File: src/rtl/i2s_dac_tx.sv
// I2S DAC transmitter: buffers one left and one right sample and serializes
// them MSB-first with the standard one-BCLK data delay after each LRCK edge.
//
// state    | meaning
// ---------+-----------------------------------------------------------
// ST_IDLE  | bus parked at 0, counters held at 0, buffers still accept
// ST_RUN   | frames stream continuously while enable is high
// ST_DRAIN | enable dropped; finish the current frame, then park
module i2s_dac_tx #(
   parameter int DATA_WIDTH = 32,
   parameter int BCLK_DIV   = 4
) (
   input  logic                  audio_clk,
   input  logic                  reset,
   input  logic                  enable,
   input  logic                  dacL_valid_in,
   input  logic [DATA_WIDTH-1:0] dacL_data_in,
   output logic                  dacL_ready_out,
   input  logic                  dacR_valid_in,
   input  logic [DATA_WIDTH-1:0] dacR_data_in,
   output logic                  dacR_ready_out,
   output logic                  bclk_out,
   output logic                  lrck_out,
   output logic                  dacdat_out,
   output logic                  underrun_out,
   output logic [15:0]           underrun_count_out
);

   localparam int DIV_W = (BCLK_DIV > 1) ? $clog2(BCLK_DIV) : 1;
   localparam int BIT_W = $clog2(DATA_WIDTH);
   localparam logic [DIV_W-1:0] DIV_LAST = DIV_W'(BCLK_DIV - 1);
   localparam logic [BIT_W-1:0] BIT_LAST = BIT_W'(DATA_WIDTH - 1);

   typedef enum logic [1:0] {
      ST_IDLE  = 2'd0,
      ST_RUN   = 2'd1,
      ST_DRAIN = 2'd2
   } state_t;

   state_t                state_q, state_d;
   logic [DIV_W-1:0]      div_cnt;
   logic [BIT_W-1:0]      bit_cnt;
   logic [DATA_WIDTH-1:0] shift_q, buf_l, buf_r, load_word;
   logic                  full_l, full_r, full_l_d, full_r_d;
   logic                  wr_l, wr_r, div_tc, fall_evt, slot_end;
   logic                  start, go_idle, load_l, load_r, underrun;

   always_comb begin
      div_tc   = (div_cnt == DIV_LAST);
      fall_evt = (state_q != ST_IDLE) && div_tc && bclk_out;
      slot_end = fall_evt && (bit_cnt == BIT_LAST);
      start    = (state_q == ST_IDLE) && enable;
      go_idle  = (state_q == ST_DRAIN) && !enable && slot_end && lrck_out;
      load_l   = start || (slot_end && lrck_out && !go_idle);
      load_r   = slot_end && !lrck_out;
      wr_l     = dacL_valid_in && dacL_ready_out;
      wr_r     = dacR_valid_in && dacR_ready_out;
      full_l_d = wr_l || (full_l && !load_l);
      full_r_d = wr_r || (full_r && !load_r);
      // An empty buffer at slot start transmits silence.
      load_word = load_r ? (full_r ? buf_r : '0) : (full_l ? buf_l : '0);
      underrun  = (load_l && !full_l) || (load_r && !full_r);
   end

   always_comb begin
      state_d = state_q;
      case (state_q)
         ST_IDLE:  if (enable) state_d = ST_RUN;
         ST_RUN:   if (!enable) state_d = ST_DRAIN;
         ST_DRAIN: begin
            if (enable)
               state_d = ST_RUN;
            else if (slot_end && lrck_out)
               state_d = ST_IDLE;
         end
         default:  state_d = ST_IDLE;
      endcase
   end

   always_ff @(posedge audio_clk) begin
      if (reset)
         state_q <= ST_IDLE;
      else
         state_q <= state_d;
   end

   always_ff @(posedge audio_clk) begin
      if (reset) begin
         full_l             <= 1'b0;
         full_r             <= 1'b0;
         buf_l              <= '0;
         buf_r              <= '0;
         dacL_ready_out     <= 1'b0;
         dacR_ready_out     <= 1'b0;
         underrun_out       <= 1'b0;
         underrun_count_out <= '0;
         div_cnt            <= '0;
         bit_cnt            <= '0;
         shift_q            <= '0;
         bclk_out           <= 1'b0;
         lrck_out           <= 1'b0;
         dacdat_out         <= 1'b0;
      end else begin
         full_l         <= full_l_d;
         full_r         <= full_r_d;
         dacL_ready_out <= !full_l_d;
         dacR_ready_out <= !full_r_d;
         if (wr_l) buf_l <= dacL_data_in;
         if (wr_r) buf_r <= dacR_data_in;

         underrun_out <= underrun;
         if (underrun && (underrun_count_out != 16'hFFFF))
            underrun_count_out <= underrun_count_out + 16'd1;

         if (state_q == ST_IDLE || go_idle) begin
            div_cnt    <= '0;
            bit_cnt    <= '0;
            bclk_out   <= 1'b0;
            lrck_out   <= 1'b0;
            dacdat_out <= 1'b0;
            shift_q    <= start ? load_word : '0;
         end else begin
            div_cnt <= div_tc ? '0 : div_cnt + 1'b1;
            if (div_tc) bclk_out <= ~bclk_out;
            // Data and word select only move on BCLK falling edges.
            if (fall_evt) begin
               dacdat_out <= shift_q[DATA_WIDTH-1];
               if (slot_end) begin
                  bit_cnt  <= '0;
                  lrck_out <= ~lrck_out;
                  shift_q  <= load_word;
               end else begin
                  bit_cnt <= bit_cnt + 1'b1;
                  shift_q <= shift_q << 1;
               end
            end
         end
      end
   end

endmodule

File: config.mk
export PLATFORM = sky130hd
export DESIGN_NAME = i2s_dac_tx
export DESIGN_NICKNAME = d
export VERILOG_FILES = /design/src/rtl/i2s_dac_tx.sv
export SDC_FILE = /design/constraint.sdc
export NUM_CORES = 1
export LEC_CHECK = 0
export ABC_CLOCK_PERIOD_IN_PS = 2900
export BUFFER_PORTS_ARGS = -buffer_cell sky130_fd_sc_hd__buf_2
export CAP_MARGIN = 20
export CORE_AREA = 2 2 145 119
export DETAILED_ROUTE_END_ITERATION = 10
export DIE_AREA = 0 0 147 121
export PLACE_DENSITY_LB_ADDON = 0.08
export SYNTH_ARGS = -nofsm -noshare
export SYNTH_HDL_FRONTEND = slang
export SYNTH_SLANG_ARGS = --single-unit
File: constraint.sdc
create_clock -name audio_clk -period 2.9 [get_ports audio_clk]
set_clock_uncertainty 0.2 [all_clocks]
set_input_delay 0.29 -clock audio_clk [delete_from_list [all_inputs] [get_ports audio_clk]]
set_output_delay 0.29 -clock audio_clk [all_outputs]
set_load 0.02 [all_outputs]
==> reports/metrics.cfg <==
[sta]
fmax_mhz = 378.5
finalCriticalPeriod_ps = 2642
hold_viol_final = 0
setup_viol_count_final = 0
slew_headroom_pct = 54.20
setup_tns_ps = 0
tightest_slew_ps = 687.0
final_max_slew_viol_count = 0
rsz0062_at_grt = no
period_share_pct = 91.09

[min_path]
holdCritPathClass = in -> reg
min_delay_path_depth = 2
hold_path_end = buf_l[1]
min_from = reset

[placement]
dp_hpwl_um = 9437
gp_congestion = 0.7361
io_buffers = 90

[final_layout]
num-fill-cells = 1622
drive_gt1_share_pct = 19.02
diodes = 0
final_nets = 896
area_delta_synth_final_pct = 32.98

[synthesis]
syn_area_mm2 = 0.005642
synth_top_area_cell = dfxtp_1
syn_inst = 691
yosysMostFrequentCell = nand2_1
dominantRegCellSynth = dfxtp_1
synth_edf_count = 0
yosys_warnings = 0
yosys.cell_types.count = 46
synth-seq-cells = 129
netlist_top_cells_count = nand2_1 (206), dfxtp_1 (129), a21oi_1 (85)
synth_top_area_share_pct = 45.78
async_reset_ff_share_pct = 0
syn-mean-instance-area_um2 = 8.164
yosysSeqAreaShare_pct = 45.78
ys_top_cells_by_area = dfxtp_1 (46%), nand2_1 (14%), a21oi_1 (7.5%)
synth_nets = 764

[die]
die-area_mm2 = 0.01779
fp.dieW_um = 147
initial_core_util_pct = 34.63
rows = 42
design.core.area_mm2 = 0.01629
io-pin-count = 91
die_h_um = 121

[global_routing]
grt_overflow_total = 0
grt_max_degree = 63
first_global_vias = 5164
antenna_found_initial = 0
gr-usage-all-layers_pct = 17.69
grt_pass1_wl_um = 25250

[power_and_ir_drop]
power_mw = 4.379
peakVddDrop_uv = 360.7
p_per_area_mw_per_mm2 = 583.7
leakagePower_nw = 2.667

[worst_setup_path]
end_kind = flop
startpoint_type = flop
timing.rr.end = underrun_count_out[4]
r2r_cells = 8
reg2reg_slack_ps = 260
required_ps = 3040
cp_max_fo = 14
path_class = reg -> reg
worstPathArrival_ps = 2790
r2r-start = bit_cnt[0]

[clock_tree]
clk_pin_slew_ps = 60
post_cts_buffers = 0
clock-root-buffer = clkbuf_16
ctsHtreeMaxLevel = 4
cts_tree = yes
cts_buffers = 17
insertion_delay_ps = 410
cts_buffer_depth = 2
clkSinkCount = 129

[route]
first_iter_violations = 282
routedWlPerCell_um = 14.46
wirelength_um = 15270
remaining_drc_errors = 0
vias = 5281
dr.pass1.iters = 4
routed_via_density = 5.001
ant_nets = 0

[run]
cap_viol_max_count = 0

[status]
run_status = completed

==> cell families (layout without fill, tap and decap cells) <==
family                   Yosys count  after routing  synth area share [%]
AO/OA/AOI/OAI                    173            173                 18.70
XOR/XNOR                           4              4                0.6211
adder cells (fa/ha/maj)            4              4                0.8872
buffers and inverters             68            213                 5.434
flip-flops                       129            129                 45.78
multiplexers                      35             35                 6.942
AND/OR/NAND/NOR                  278            278                 21.65
==> worst max-delay path, cell delays in order (launching register included) <==
cell and delay (ps):
dfxtp_1 370, ha_1 170, and3_1 170, ha_1 220, and3_1 220, a41oi_2 290, buf_4 280, or4_1 500
a21oi_1 150
==> cells in the final DEF (no fill, tap or decap), drive strengths merged, types with 2 or more instances in the layout <==
cell         instances
nand2              206
dfxtp              129
buf                110
a21oi               85
dlygate4sd3         65
mux2                33
a22oi               31
o22ai               31
clkbuf              21
or4                 11
nor2                11
o31ai               10
nand3                8
nor3                 7
clkinv               7
inv                  6
nand4                6
or3                  6
and3                 4
nor2b                4
ha                   4
nor4                 4
and4                 3
a211oi               3
bufinv               3
o21ai                3
and2                 2
mux2i                2
o211ai               2
o21bai               2
xor2                 2
nor3b                2
xnor2                2
==> power by group <==
group | switching [mW] | internal (mW) | leakage, nW
combinational | 0.202 | 0.163 | 1.32
sequential | 0.0328 | 1.83 | 1.05
clock | 0.767 | 1.39 | 0.296
total | 1.00 | 3.38 | 2.67
==> per-stage QoR <==
step           utilization (%)  hold slack [ps]  worst slack, ps  instance area (um^2)  cells
6_report                 46.05            91.14            258.3                  7502   1056
5_1_grt                  46.05            93.88            64.72                  7502   1056
2_1_floorplan                -            169.3            530.8                  5642    691
4_1_cts                  46.05            72.86            237.9                  7502   1056
3_3_place_gp             38.39            213.8            339.4                  6255    959
3_5_place_dp             38.39            244.8            264.0                  6255    959
==> worst max path at each step <==
stage	slack, ps	startpoint	to
2_1_floorplan	530	bit_cnt[0]	underrun_count_out[15]
3_3_place_gp	340	bit_cnt[0]	underrun_count_out[3]
3_5_place_dp	260	bit_cnt[0]	underrun_count_out[4]
4_1_cts	240	bit_cnt[0]	underrun_count_out[4]
5_1_grt	60	bit_cnt[0]	underrun_count_out[5]
6_report	260	bit_cnt[0]	underrun_count_out[4]
==> flip-flops by register name, indices dropped and copies added, names as in the netlist <==
register	flops
lrck_out	1
dacL_ready_out	1
full_r	1
underrun_out	1
buf_r	32
bit_cnt	5
dacdat_out	1
div_cnt	2
shift_q	32
state_q	2
buf_l	32
bclk_out	1
underrun_count_out	16
dacR_ready_out	1
full_l	1
==> what timing repair did <==
| action | CTS | global route |
|---|---|---|
| endpoints found under the hold margin | 66 | 0 |
| gates resized for setup | 0 | 0 |
| hold buffers | 65 | 0 |
==> area by class of cell <==
type                       count  area (um^2)  share of cell area (%)
clock buffer                  21        460.4                   6.137
clock inverter                11        136.4                   1.818
inverter                       6        22.52                  0.3002
multi-input combinational    494         2759                   36.77
sequential                   129         2582                   34.42
tap                          220        275.3                   3.669
timing repair buffer         175         1266                   16.88
==> layer usage <==
metal / wire [um] / up-vias / share of wire (%) / track usage, %
li1: - / 2687 / - / -
met1: 7263 / 2453 / 48 / 22.57
met2: 7060 / 123 / 46 / 29.11
met3: 716 / 18 / 4.7 / 4.586
met4: 225 / 0 / 1.5 / 6.310
met5: 0 / - / 0 / 0
No activity file was read; power rests on OpenSTA's default activity.
